$ cat config.mk
export PLATFORM = sky130hd
export DESIGN_NAME = uart_tx_arbiter
export DESIGN_NICKNAME = d
export VERILOG_FILES = /design/src/rtl/uart_tx_arbiter.sv
export SDC_FILE = /design/constraint.sdc
export NUM_CORES = 1
export LEC_CHECK = 0
export BUFFER_PORTS_ARGS = -buffer_cell sky130_fd_sc_hd__buf_4
export CAP_MARGIN = 30
export CORE_MARGIN = 1
export CORE_UTILIZATION = 44
export DETAILED_ROUTE_END_ITERATION = 8
export PLACE_DENSITY = 0.69
export SLEW_MARGIN = 25
export SYNTH_ARGS = -nofsm -noshare
export SYNTH_HDL_FRONTEND = slang
export SYNTH_SLANG_ARGS = --single-unit
$ cat constraint.sdc
create_clock -name i_Clk -period 3.3 [get_ports i_Clk]
set_input_delay 0.66 -clock i_Clk [delete_from_list [all_inputs] [get_ports i_Clk]]
set_output_delay 0.66 -clock i_Clk [all_outputs]
set_load 0.005 [all_outputs]
$ cat src/rtl/uart_tx_arbiter.sv
// -----------------------------------------------------------------------------
// uart_tx_arbiter
//   Shares a single UART transmitter between N_REQ byte-stream requesters.
//   A round-robin search picks the next owner. The arbiter then drives the
//   transmitter's start / in-progress / done handshake. The grant stays locked
//   to that owner until its byte flagged "last" has finished. An owner that
//   stops offering bytes for LOCK_TIMEOUT cycles loses the lock.
//
// Ports
//   i_Clk            system clock
//   i_Rst_L          asynchronous, active-low reset
//   i_Req_Valid      per-requester byte available (held until its Ready pulse)
//   i_Req_Data       per-requester byte, requester i in [8*i+:8]
//   i_Req_Last       per-requester "byte ends the message" flag
//   o_Req_Ready      one-cycle pulse, byte of requester i accepted
//   i_TX_InProgress  transmitter busy
//   i_TX_Done        transmitter finished / idle
//   o_TX_Start       one-cycle start pulse to the transmitter
//   o_TX_Byte        byte to send, valid with o_TX_Start and held afterwards
//   o_Grant_Valid    a requester owns the transmitter (including while held)
//   o_Grant_Idx      current / most recent owner
//   o_Lock_Abort     one-cycle pulse, lock dropped by timeout
// -----------------------------------------------------------------------------
module uart_tx_arbiter #(
   parameter  int N_REQ        = 4,
   parameter  int LOCK_TIMEOUT = 1024,
   localparam int IW           = $clog2(N_REQ),
   localparam int CW           = $clog2(LOCK_TIMEOUT + 1)
) (
   input  logic                 i_Clk,
   input  logic                 i_Rst_L,
   input  logic [N_REQ-1:0]     i_Req_Valid,
   input  logic [8*N_REQ-1:0]   i_Req_Data,
   input  logic [N_REQ-1:0]     i_Req_Last,
   output logic [N_REQ-1:0]     o_Req_Ready,
   input  logic                 i_TX_InProgress,
   input  logic                 i_TX_Done,
   output logic                 o_TX_Start,
   output logic [7:0]           o_TX_Byte,
   output logic                 o_Grant_Valid,
   output logic [IW-1:0]        o_Grant_Idx,
   output logic                 o_Lock_Abort
);

   localparam logic [1:0] IDLE      = 2'd0;
   localparam logic [1:0] WAIT_ACK  = 2'd1;
   localparam logic [1:0] WAIT_DONE = 2'd2;
   localparam logic [1:0] HOLD      = 2'd3;

   logic [1:0]       r_State;
   logic [IW-1:0]    r_Ptr;
   logic             r_Last;
   logic [CW-1:0]    r_Cnt;

   logic [IW:0]      w_Search;
   logic             w_Issue;
   logic [IW-1:0]    w_Issue_Idx;
   logic [7:0]       w_Issue_Byte;
   logic [N_REQ-1:0] w_Issue_Onehot;
   logic [IW-1:0]    w_Grant_Next;

   // Round-robin search: the first valid index starting at ptr, wrapping modulo
   // N_REQ. This also works when N_REQ is not a power of two. The MSB of the
   // result flags that a winner was found.
   function automatic logic [IW:0] f_Find(input logic [N_REQ-1:0] valid,
                                          input logic [IW-1:0]    ptr);
      logic [IW:0] res;
      int          j;
      res = '0;
      for (int k = 0; k < N_REQ; k++) begin
         j = int'(ptr) + k;
         if (j >= N_REQ) j = j - N_REQ;
         else            j = j;
         if (!res[IW] && valid[j]) res = {1'b1, IW'(j)};
         else                      res = res;
      end
      return res;
   endfunction

   // Modulo-N_REQ increment used to rotate the priority pointer.
   function automatic logic [IW-1:0] f_Next(input logic [IW-1:0] x);
      return (x == IW'(N_REQ - 1)) ? IW'(0) : x + IW'(1);
   endfunction

   // Pick the issuing requester. In IDLE it comes from the round-robin search.
   // In HOLD it can only be the locked owner.
   always_comb begin
      w_Search     = f_Find(i_Req_Valid, r_Ptr);
      w_Grant_Next = f_Next(o_Grant_Idx);
      if (r_State == HOLD) begin
         w_Issue     = i_Req_Valid[o_Grant_Idx];
         w_Issue_Idx = o_Grant_Idx;
      end else if (r_State == IDLE) begin
         w_Issue     = w_Search[IW];
         w_Issue_Idx = w_Search[IW-1:0];
      end else begin
         w_Issue     = 1'b0;
         w_Issue_Idx = o_Grant_Idx;
      end
      w_Issue_Byte   = i_Req_Data[{w_Issue_Idx, 3'b000} +: 8];
      w_Issue_Onehot = {{(N_REQ-1){1'b0}}, 1'b1} << w_Issue_Idx;
   end

   // Arbitration and handshake state machine. All outputs are registered.
   always_ff @(posedge i_Clk or negedge i_Rst_L) begin
      if (!i_Rst_L) begin
         r_State       <= IDLE;
         r_Ptr         <= '0;
         r_Last        <= 1'b0;
         r_Cnt         <= '0;
         o_Req_Ready   <= '0;
         o_TX_Start    <= 1'b0;
         o_TX_Byte     <= 8'h00;
         o_Grant_Valid <= 1'b0;
         o_Grant_Idx   <= '0;
         o_Lock_Abort  <= 1'b0;
      end else begin
         // Start, Ready and Abort are single-cycle pulses.
         o_TX_Start   <= 1'b0;
         o_Req_Ready  <= '0;
         o_Lock_Abort <= 1'b0;

         if (w_Issue) begin
            o_Grant_Idx   <= w_Issue_Idx;
            o_TX_Byte     <= w_Issue_Byte;
            r_Last        <= i_Req_Last[w_Issue_Idx];
            o_Req_Ready   <= w_Issue_Onehot;
            o_TX_Start    <= 1'b1;
            o_Grant_Valid <= 1'b1;
            r_Cnt         <= '0;
            r_State       <= WAIT_ACK;
         end else begin
            case (r_State)
               IDLE: begin
                  r_State <= IDLE;
               end
               WAIT_ACK: begin
                  if (i_TX_InProgress) r_State <= WAIT_DONE;
                  else                 r_State <= WAIT_ACK;
               end
               WAIT_DONE: begin
                  // Done is also high while the transmitter idles. It is only
                  // trusted here, after in-progress has been seen.
                  if (i_TX_Done && r_Last) begin
                     r_Ptr         <= w_Grant_Next;
                     o_Grant_Valid <= 1'b0;
                     r_State       <= IDLE;
                  end else if (i_TX_Done) begin
                     r_Cnt   <= '0;
                     r_State <= HOLD;
                  end else begin
                     r_State <= WAIT_DONE;
                  end
               end
               HOLD: begin
                  // The owner is silent this cycle. Age the lock.
                  if (r_Cnt == CW'(LOCK_TIMEOUT - 1)) begin
                     o_Lock_Abort  <= 1'b1;
                     r_Ptr         <= w_Grant_Next;
                     o_Grant_Valid <= 1'b0;
                     r_Cnt         <= '0;
                     r_State       <= IDLE;
                  end else begin
                     r_Cnt   <= r_Cnt + CW'(1);
                     r_State <= HOLD;
                  end
               end
               default: begin
                  o_Grant_Valid <= 1'b0;
                  r_State       <= IDLE;
               end
            endcase
         end
      end
   end

endmodule

# Yosys cells after proc, flatten, opt, wreduce, memory -nomap -nowiden
# Cells that the tools add are included.
# totals
reg_bits	33
latch_bits	0
ram_bits	0
rom_bits	0
output_inout_bits	17
wordCells	108
memories	0
# op_classes
addsub	9
n_mul	0
n_div	0
order_cmp	10
n_eq_ne	11
shifts	2
n_mux	52
n_bitwise	1
reduce_logical	13
# op_table
cell	count
less-than comparator 32 x 4 -> 1 bit (second input constant)	4
2-to-1 mux 32 bit	4
2-to-1 mux 11 bit	4
variable part select 32 x 6 -> 8 bit	1
case mux 11 bit (2 select lines)	1
2-to-1 mux 1 bit	20
2-to-1 mux 2 bit	9
binary-select mux 1 bit (select 2 bit)	6
2-to-1 mux 3 bit	4
subtractor 3 x 3 -> 4 bit (second input constant)	3
adder 11 x 1 -> 11 bit (second input constant)	1
== test 11 x 10 -> 1 bit (second input constant)	1
>= comparator 3 bit (second input constant)	3
inequality test 3 bit (second input constant)	3
case mux 2 bit (4 select lines)	1
adder 2 x 2 -> 3 bit (second input constant)	2
== test 2 bit (second input constant)	3
less-than comparator 2 x 3 -> 1 bit (second input constant)	2
AND reduction 3 bit	2
logical AND 1 bit	4
2-to-1 mux 4 bit	1
case mux 2 bit (2 select lines)	1
AND reduction 4 bit	1
<< shifter 1 x 2 -> 4 bit (first input constant)	1
14 further kinds	16

# Logic depth before layout (Yosys ltp)
# Gate-level depths: netlist (run 1).
# logic_depth
ltp_word	19
mapped_depth	8
ltp_nobuf	6

# Worst setup path after synthesis (run 1)
# OpenSTA, ideal clock, no wires.
# synth_timing
kind	input -> register
from	input port i_Req_Valid[3]
to	register o_TX_Byte[0]
setup_time_ns	0.094
arrival_ns	2.053
required_time_ns	3.206
slack_ns	1.153
stages	6
path_buffers	1
path_cell_list	mux4_2 a22oi_4 inv_2 and2_1 buf_6 a221oi_2
# synth_between
elab_chain_cells	16
# synth_rtl
element	line_no	text
from (decl)	32	input logic [N_REQ-1:0] i_Req_Valid,
binary-select mux 1 bit (select 2 bit)	74	if (!res[IW] && valid[j]) res = {1'b1, IW'(j)};
2-to-1 mux 1 bit (implied by the code) (2 in series)	74	
2-to-1 mux 3 bit	74	
logical NOT 1 bit	74	
logical AND 1 bit	74	
2-to-1 mux 3 bit	74	
logical NOT 1 bit	74	
logical AND 1 bit	74	
2-to-1 mux 3 bit	74	
logical NOT 1 bit	74	
logical AND 1 bit	74	
2-to-1 mux 3 bit	74	
2-to-1 mux 2 bit	93	end else if (r_State == IDLE) begin
2-to-1 mux 2 bit	90	if (r_State == HOLD) begin
variable part select 32 x 6 -> 8 bit	100	w_Issue_Byte = i_Req_Data[{w_Issue_Idx, 3'b000} +: 8];
to (signal assigned)	125	o_TX_Byte <= w_Issue_Byte;
to (decl)	39	output logic [7:0] o_TX_Byte,
# Several ways; a longest one is shown, not always the timed one. The select of a mux whose other input is x is not followed.
# A chain may end at the register's enable or synchronous reset.

# Worst setup path in the final report (run 1)
# layout_timing
from	register r_State[1]
to	register r_Last
# layout_between
elab_chain_cells	5
# layout_rtl
element	line_no	text
from (decl)	50	logic [1:0] r_State;
from (signal assigned)	107	r_State <= IDLE;
from (signal assigned)	131	r_State <= WAIT_ACK;
from (signal assigned)	135	r_State <= IDLE;
logical NOT 2 bit	93	
2-to-1 mux 2 bit	93	
2-to-1 mux 2 bit	90	
binary-select mux 1 bit (select 2 bit)	126	r_Last <= i_Req_Last[w_Issue_Idx];
2-to-1 mux 1 bit (implied by the code)	126	
to (signal assigned)	126	
to (decl)	52	logic r_Last;
# Several ways; a longest one is shown, not always the timed one. The select of a mux whose other input is x is not followed.

==> results of run 1 <==
## synth_stat cells, drive strengths merged (3+ instances only)
cell    instances  area, µm²
a21o            4       30.0
dfrtp          33        826
o21ai          10       50.1
nor2           23       91.3
a21oi           3       15.0
o21bai          4       30.0
nand3           5       30.0
mux2            3       33.8
mux2i          18        180
a221oi          8        120
nand2          16       60.1
and2            3       18.8
buf             8       57.6
nor3            7       40.0
nand2b          3       18.8
inv             6       22.5
## worst paths after layout
| path | from | slack [ns] | depth (start not counted) | to |
|---|---|---|---|---|
| min in group i_Clk | r_Cnt[10] | 0.48 | 1 | r_Cnt[10] |
| max in group asynchronous | i_Rst_L | 2.67 | 1 | o_TX_Byte[2] |
| worst max register to register | r_State[1] | 0.98 | 6 | r_Last |
| worst max-delay path | r_State[1] | 0.98 | 6 | r_Last |
| worst min register to register | r_Cnt[10] | 0.48 | 1 | r_Cnt[10] |
| worst min-delay path | i_Rst_L | 0.32 | 1 | r_State[0] |
## layout make-up
class / instances / area [µm²] / area share (%)
Clock buffer: 5 / 68.8 / 2.69
Multi-Input combinational cell: 148 / 1090 / 42.8
Timing Repair Buffer: 63 / 473 / 18.5
Inverter: 6 / 22.5 / 0.882
Tap cell: 52 / 65.1 / 2.55
Clock inverter: 1 / 5.00 / 0.196
Sequential cell: 33 / 826 / 32.3
## power by group
| group | total (µW) | internal, µW | switching, µW |
|---|---|---|---|
| sequential | 682 | 542 | 139 |
| clock | 279 | 139 | 140 |
| combinational | 1180 | 577 | 607 |
| total | 2140 | 1260 | 886 |
## registers in the layout, indices dropped and copies added, names as in the netlist
signal         cells
o_Req_Ready        4
r_State            2
r_Ptr              2
r_Last             1
o_TX_Byte          8
o_TX_Start         1
r_Cnt             11
o_Grant_Valid      1
o_Grant_Idx        2
o_Lock_Abort       1
## cells by family (layout without fill, tap and decap cells)
kind of cell	after synthesis	after routing	synth area share, %
AND/OR/NAND/NOR	74	74	19.7
AO/OA/AOI/OAI	48	48	20.8
flip-flops	33	33	41.4
multiplexers	22	22	11.8
buffers and inverters	15	75	4.20
adder cells (fa/ha/maj)	2	2	1.25
XOR/XNOR	2	2	0.878
## worst max-delay path, stage by stage (launching register included)
cell,delay [ns]
dfrtp_1,0.49
or2_2,0.35
a2111oi_0,0.63
a211oi_4,0.03
buf_4,0.27
mux2i_1,0.16
a221oi_2,0.28
## routing by layer
layer,share of wire (%),vias up
li1,-,850
met1,47,828
met2,47,53
met3,4.8,4
met4,0.88,0
met5,0,-
## metrics by stage
stage | cell area, µm² | hold slack [ns] | std cells
6_report | 2550 | 0.315 | 308
5_1_grt | 2550 | 0.351 | 308
4_1_cts | 2550 | 0.331 | 308
3_5_place_dp | 2480 | 0.468 | 302
3_3_place_gp | 2480 | 0.459 | 302
2_1_floorplan | 2000 | 0.364 | 196
==> impl_metrics.json, run 1 <==
{
  "place_hpwl_um": 3210,
  "drc": 0,
  "coreArea_um2": 4350,
  "ys_ff_latch": 33,
  "yosysWarnings": 0,
  "hold_buffers": 0,
  "nets": 303,
  "synth_cell_type_count": 57,
  "track_usage_pct": 19.8,
  "cts_tree": "done",
  "maxCapViolations": 0,
  "antenna_left": 0,
  "port_buffers": 60,
  "worst_slew_pin_slew_ns": 0.781,
  "vias": 1735,
  "grt_pass1_vias": 1670,
  "cts-resized-gates": 0,
  "utilization_pct": 58.6,
  "grt_max_degree": 34,
  "row_count": 24,
  "arrival_ns": 2.51,
  "busiest_layer": "met2",
  "path_class": "reg -> reg",
  "cts_buffers": 5,
  "initial_utilization_pct": 45.8,
  "fin_worst_skew_ns": 0.00614,
  "overflow": 0,
  "wl_um": 4450,
  "worstPathRequired_ns": 3.48,
  "post-cts-setup-buffer-count": 0,
  "start_kind": "flop",
  "hold_class": "in -> async",
  "period_share_pct": 70.4,
  "initialDrtViolationCount": 164,
  "status": "complete, no violations",
  "num_io_pins": 61,
  "synth-edff-count": 0,
  "die_h_um": 69.3,
  "synth_nets": 242,
  "fillers": 390,
  "drive_above_1_share_pct": 34.4,
  "drv_slew": 0,
  "avgSynthCellArea_um2": 10.2,
  "cts.path.max_buffers": 2,
  "clock_latency_ns": 0.28,
  "num_antenna_cells": 0,
  "use_met1_pct": 28.8,
  "synthCells": 196,
  "setup_violations": 0,
  "ys.flop_type": "dfrtp_1",
  "use_met2_pct": 30.1,
  "p_leak_uw": 0.00118,
  "die_x_um": 69.3,
  "area_delta_synth_final_pct": 28.0,
  "drt-vias-per-instance": 5.63,
  "clkTransAtPathRegs_ns": 0.07,
  "total_power_uw": 2140,
  "dieArea_um2": 4810,
  "gp_congestion": 0.847,
  "final_common_cell": "buf_4",
  "first_pass_iters": 4,
  "wire_per_inst_um": 14.4,
  "crit_path_end_kind": "flop",
  "worstPathMaxFanout": 23,
  "layout_common_cells": "buf_4 (63), dfrtp_1 (33), nor2_1 (21)",
  "fin_setup_tns_ns": 0,
  "h-tree-depth": 2,
  "ys_seq_area_share_pct": 41.4,
  "fin_crit_ns": 2.32,
  "irDropWorstVdd_v": 0.000545,
  "grt_pass1_wl_um": 7730,
  "synthArstFlopShare_pct": 100,
  "cts_sinks": 33,
  "maxClockFrequency_mhz": 430,
  "cts_root_buf": "clkbuf_8",
  "dpl_worst_slack_ns": 0.723,
  "grt_use_met3_pct": 4.65,
  "grt_setup_unrepaired": "false",
  "syn_area_um2": 2000,
  "p_per_area_nw_per_um2": 839,
  "antenna_found_initial": 0,
  "worst_slack_ns": 0.977,
  "hold_viol": 0,
  "maxSlewHeadroom_pct": 46.6
}
Power figures use the tool's default switching activity.
==> run 2, diff against run 1 <==
--- a/config.mk
+++ b/config.mk
@@ -10,7 +10,7 @@
 export CORE_MARGIN = 1
 export CORE_UTILIZATION = 44
 export DETAILED_ROUTE_END_ITERATION = 8
-export PLACE_DENSITY = 0.69
+export PLACE_DENSITY = 0.72
 export SLEW_MARGIN = 25
 export SYNTH_ARGS = -nofsm -noshare
 export SYNTH_HDL_FRONTEND = slang
==> constraint.sdc (replaced) <==
create_clock -name i_Clk -period 1.9 [get_ports i_Clk]
set_input_delay 0.38 -clock i_Clk [delete_from_list [all_inputs] [get_ports i_Clk]]
set_output_delay 0.38 -clock i_Clk [all_outputs]
set_load 0.005 [all_outputs]
==> impl_metrics.json, run 2 (same netlist as run 1, synthesis figures left out) <==
{
  "initial_utilization_pct": 45.8,
  "grt_use_met3_pct": 4.22,
  "final_cells": 361,
  "irDropWorstVdd_v": 0.00102,
  "wire_per_inst_um": 16.5,
  "grt_max_degree": 34,
  "hold_buffers": 0,
  "period_share_pct": 104,
  "hold_class": "in -> async",
  "crit_path_end": "o_TX_Byte[3]",
  "antenna_left": 0,
  "fin_setup_tns_ns": -0.397,
  "cp-startpoint": "r_State[0]",
  "seqCellArea_um2": 830,
  "placed_cells_incl_taps": 343,
  "track_usage_pct": 23.6,
  "cts_root_buf": "clkbuf_8",
  "worstPathCellList": "buf_6 -> or2_4 -> a2111oi_4 -> a211oi_4 -> buf_8 -> mux2i_1 -> a221oi_2",
  "drv_slew": 0,
  "maxCapViolations": 0,
  "drc": 0,
  "vias": 1997,
  "dieArea_um2": 4810,
  "nets": 354,
  "use_met2_pct": 39.1,
  "final_common_cell": "buf_4",
  "critical-path-slowest-cell": "dfrtp_1",
  "path_class": "reg -> reg",
  "status": "complete, but fails checks",
  "clkTransAtPathRegs_ns": 0.07,
  "port_buffers": 60,
  "p_comb_share_pct": 66.8,
  "dpl_cell_area_um2": 2810,
  "cts_tree": "done",
  "r2r-end": "o_TX_Byte[3]",
  "cts_sinks": 33,
  "top_register": "r_Cnt",
  "grt_pass1_vias": 2000,
  "crit_path_end_kind": "flop",
  "drt-vias-per-instance": 5.53,
  "setup_violations": 9,
  "coreArea_um2": 4350,
  "num_io_pins": 61,
  "use_met1_pct": 31.3,
  "top_regs": "r_Cnt: 11 flops, o_TX_Byte: 8 flops, o_Req_Ready: 4 flops",
  "fin_area_um2": 3210,
  "pwr-share-clk_pct": 11.4,
  "maxClockFrequency_mhz": 507,
  "row_count": 24,
  "largest_reg_flops": 11,
  "wl_um": 5950,
  "initialDrtViolationCount": 204,
  "total_power_uw": 5160,
  "cts_buffers": 5,
  "first_pass_iters": 4,
  "p_seq_share_pct": 21.7,
  "rrSetupSlack_ns": -0.07,
  "die_h_um": 69.3,
  "fillers": 290,
  "r2r_cells": 7,
  "gp_congestion": 0.895,
  "worstPathRequired_ns": 2.09,
  "fin_worst_skew_ns": 0.00494,
  "grt_pass1_wl_um": 9200,
  "area_delta_synth_final_pct": 61.1,
  "worst_slack_ns": -0.0710,
  "p_leak_uw": 0.00149,
  "die_x_um": 69.3,
  "clock_latency_ns": 0.28,
  "grt_setup_unrepaired": "true",
  "p_per_area_nw_per_um2": 1610,
  "p_int_uw": 3160,
  "fin_crit_ns": 1.97,
  "busiest_layer": "met2",
  "swShare_pct": 38.9,
  "worstPathMaxFanout": 6,
  "maxSlewHeadroom_pct": 66.3,
  "overflow": 0,
  "cts.path.max_buffers": 2,
  "multi_input_area_um2": 1240,
  "violations": "setup timing",
  "place_hpwl_um": 3870,
  "crit_path_max_incr_delay_ns": 0.42,
  "arrival_ns": 2.16,
  "layout_common_cells": "buf_4 (102), dfrtp_1 (30), nor2_1 (19)",
  "drive_above_1_share_pct": 51.8,
  "rr_startpoint": "r_State[0]",
  "dpl_worst_slack_ns": -0.563,
  "worst_slew_pin_slew_ns": 0.504,
  "num_antenna_cells": 0,
  "antenna_found_initial": 0,
  "start_kind": "flop",
  "hold_viol": 0,
  "h-tree-depth": 2,
  "p_switching_uw": 2010
}
-- run 2: metal layers --
layer,routed length (µm),vias to the layer above
li1,-,954
met1,2520,970
met2,3090,60
met3,224,13
met4,112,0
met5,0,-
-- run 2: what timing repair did --
action | 4_1_cts | 5_1_grt
endpoints found under the hold margin | 0 | 0
resized for setup | 10 | 23
pin swaps | 1 | 15
gates cloned | 1 | 3
setup buffers | 2 | 5
setup endpoints to repair | 18 | 21
-- run 2: cell type report --
| class | count | share of cell area, % |
|---|---|---|
| Sequential cell | 33 | 25.8 |
| Multi-Input combinational cell | 149 | 38.7 |
| Inverter | 6 | 0.779 |
| Timing Repair Buffer | 113 | 29.6 |
| Clock buffer | 7 | 3.00 |
| Tap cell | 52 | 2.02 |
| Clock inverter | 1 | 0.156 |
-- run 2: worst min-delay path by stage --
stage | from | endpoint | slack [ns] | cells after the start
2_1_floorplan | i_Rst_L | o_Grant_Idx[0] | 0.08 | 0
4_1_cts | i_Rst_L | o_TX_Start | 0.04 | 1
3_5_place_dp | i_Rst_L | o_Grant_Valid | 0.35 | 1
5_1_grt | i_Rst_L | o_Grant_Valid | 0.07 | 1
3_3_place_gp | i_Rst_L | o_Grant_Valid | 0.35 | 1
6_report | i_Rst_L | o_Grant_Valid | 0.02 | 1
-- run 2: power groups by stage --
stage	combinational, µW	sequential [µW]	clock, µW
after floorplan	1570	1110	0
after CTS	2970	1100	605
final	3450	1120	591
after global routing	3680	1150	628
after detailed placement	2680	1100	0
after global placement	2570	1100	0
-- run 2: critical path: cells and delay by family (launching register included) --
| family | cells | cell delay [ns] |
|---|---|---|
| mux | 1 | 0.14 |
| flops | 1 | 0.42 |
| compound gates | 3 | 0.74 |
| buf+inv | 2 | 0.32 |
| simple gates | 1 | 0.26 |
-- run 2: per-stage QoR --
| step | util, % | hold WS [ns] |
|---|---|---|
| final | 73.8 | 0.0243 |
| after CTS | 69.7 | 0.0365 |
| after floorplan | - | 0.0844 |
| after global placement | 64.3 | 0.350 |
| after global routing | 73.8 | 0.0655 |
| after detailed placement | 64.6 | 0.350 |
==> run 3, diff against run 2 <==
--- a/config.mk
+++ b/config.mk
@@ -11,6 +11,7 @@
 export CORE_UTILIZATION = 44
 export DETAILED_ROUTE_END_ITERATION = 8
 export PLACE_DENSITY = 0.72
+export RECOVER_POWER = 50
 export SLEW_MARGIN = 25
 export SYNTH_ARGS = -nofsm -noshare
 export SYNTH_HDL_FRONTEND = slang
==> impl_metrics.json, run 3 (same netlist as run 1, synthesis figures left out) <==
{
  "grt_pass1_vias": 2000,
  "path_class": "reg -> reg",
  "p_leak_uw": 0.00149,
  "period_share_pct": 104,
  "r2r-end": "o_TX_Byte[3]",
  "cts_sinks": 33,
  "maxSlewHeadroom_pct": 45.3,
  "vias": 1997,
  "hold_ws_ns": 0.178,
  "grt_max_degree": 34,
  "status": "complete, but fails checks",
  "start_kind": "flop",
  "coreArea_um2": 4350,
  "initialDrtViolationCount": 204,
  "cts_buffers": 5,
  "wire_per_inst_um": 16.5,
  "initial_utilization_pct": 45.8,
  "antenna_found_initial": 0,
  "rrSetupSlack_ns": -0.07,
  "final_common_cell": "buf_4",
  "violations": "setup timing",
  "grt_use_met3_pct": 4.22,
  "worst_slack_ns": -0.0710,
  "dieArea_um2": 4810,
  "cp-startpoint": "r_State[0]",
  "setup_violations": 9,
  "nets": 354,
  "clkTransAtPathRegs_ns": 0.07,
  "top_register": "r_Cnt",
  "die_x_um": 69.3,
  "path_buf_inv": 2,
  "overflow": 0,
  "clock_latency_ns": 0.28,
  "fin_worst_skew_ns": 0.00494,
  "wl_um": 5950,
  "crit_family": "compound AO/OA/AOI/OAI gates",
  "antenna_left": 0,
  "maxClockFrequency_mhz": 507,
  "cts_tree": "done",
  "dpl_cell_area_um2": 2810,
  "largest_reg_flops": 11,
  "use_met1_pct": 31.3,
  "row_count": 24,
  "die_h_um": 69.3,
  "layout_common_cells": "buf_4 (100), dfrtp_1 (30), nor2_1 (19)",
  "worstPathCellList": "buf_6 -> or2_4 -> a2111oi_4 -> a211oi_4 -> buf_8 -> mux2i_1 -> a221oi_2",
  "worst_slew_pin_slew_ns": 0.821,
  "fin_crit_ns": 1.97,
  "port_buffers": 60,
  "hold_viol": 0,
  "irDropWorstVdd_v": 0.00102,
  "num_antenna_cells": 0,
  "worstPathRequired_ns": 2.09,
  "drc": 0,
  "fin_area_um2": 3210,
  "gp_congestion": 0.895,
  "worstPathMaxFanout": 6,
  "place_hpwl_um": 3870,
  "drt-vias-per-instance": 5.53,
  "cts_root_buf": "clkbuf_8",
  "grt_pass1_wl_um": 9200,
  "area_delta_synth_final_pct": 60.9,
  "maxCapViolations": 0,
  "track_usage_pct": 23.6,
  "drv_slew": 0,
  "num_io_pins": 61,
  "rr_startpoint": "r_State[0]",
  "p_per_area_nw_per_um2": 1610,
  "cts.path.max_buffers": 2,
  "r2r_cells": 7,
  "critical-path-slowest-cell": "dfrtp_1",
  "arrival_ns": 2.16,
  "crit_path_max_incr_delay_ns": 0.42,
  "crit_path_end": "o_TX_Byte[3]",
  "hold_class": "in -> async",
  "first_pass_iters": 4,
  "grt_setup_unrepaired": "true",
  "top_regs": "r_Cnt: 11 flops, o_TX_Byte: 8 flops, o_Req_Ready: 4 flops",
  "crit_path_end_kind": "flop",
  "fillers": 291,
  "cp_num_cells": 7,
  "h-tree-depth": 2,
  "busiest_layer": "met2",
  "drive_above_1_share_pct": 51.8,
  "use_met2_pct": 39.1
}
-- run 3: cell types whose count changed in the layout (fill, tap and decap cells not counted), sizes merged --
cell    delta
buf        -2
clkbuf     +2
-- run 3: per-layer routing --
metal  vias up  share of wire, %
li1        954                 -
met1       970                42
met2        60                52
met3        13               3.8
met4         0               1.9
met5         -                 0
-- run 3: worst min path at each step --
stage / endpoint / cells past startpoint
final: o_Grant_Valid / 1
after global routing: o_Grant_Valid / 1
after CTS: o_TX_Start / 1
after detailed placement: o_Grant_Valid / 1
after global placement: o_Grant_Valid / 1
after floorplan: o_Grant_Idx[0] / 0
-- run 3: power by group --
part	switching (µW)	total [µW]	internal, µW
combinational	1570	3450	1880
sequential	174	1120	948
clock	263	591	328
total	2010	5160	3160
-- run 3: worst register-to-register path, delay by kind of cell, from the launching register on --
kind | cells | cell delay, ns
buf+inv | 2 | 0.32
mux | 1 | 0.14
compound gates | 3 | 0.74
flops | 1 | 0.42
simple gates | 1 | 0.26
-- run 3: layout make-up --
type                       instances  area (µm²)  share of cell area [%]
clock buffer                       7        96.3                    3.00
clock inverter                     1        5.00                   0.156
timing repair buffer             113         948                    29.5
inverter                           6        25.0                   0.779
multi-input combinational        149        1240                    38.7
sequential                        33         830                    25.8
tap                               52        65.1                    2.03
-- run 3: stage by stage --
stage / power, µW / TNS (ns) / cells / setup WS, ns / util [%]
2_1_floorplan: 2680 / -0.314 / 196 / -0.0383 / -
3_3_place_gp: 3670 / -9.13 / 342 / -0.586 / 64.3
3_5_place_dp: 3780 / -8.46 / 343 / -0.563 / 64.6
4_1_cts: 4680 / -0.232 / 354 / -0.0547 / 69.7
5_1_grt: 5450 / -1.30 / 361 / -0.151 / 73.8
6_report: 5160 / -0.397 / 361 / -0.0710 / 73.8
-- run 3: timing repair --
item                       CTS  global route
gates cloned                 1             3
pin swaps                    1            15
setup buffers                2             5
gates resized for setup     10            23
hold buffers                 0             0
setup endpoints to repair   18            21
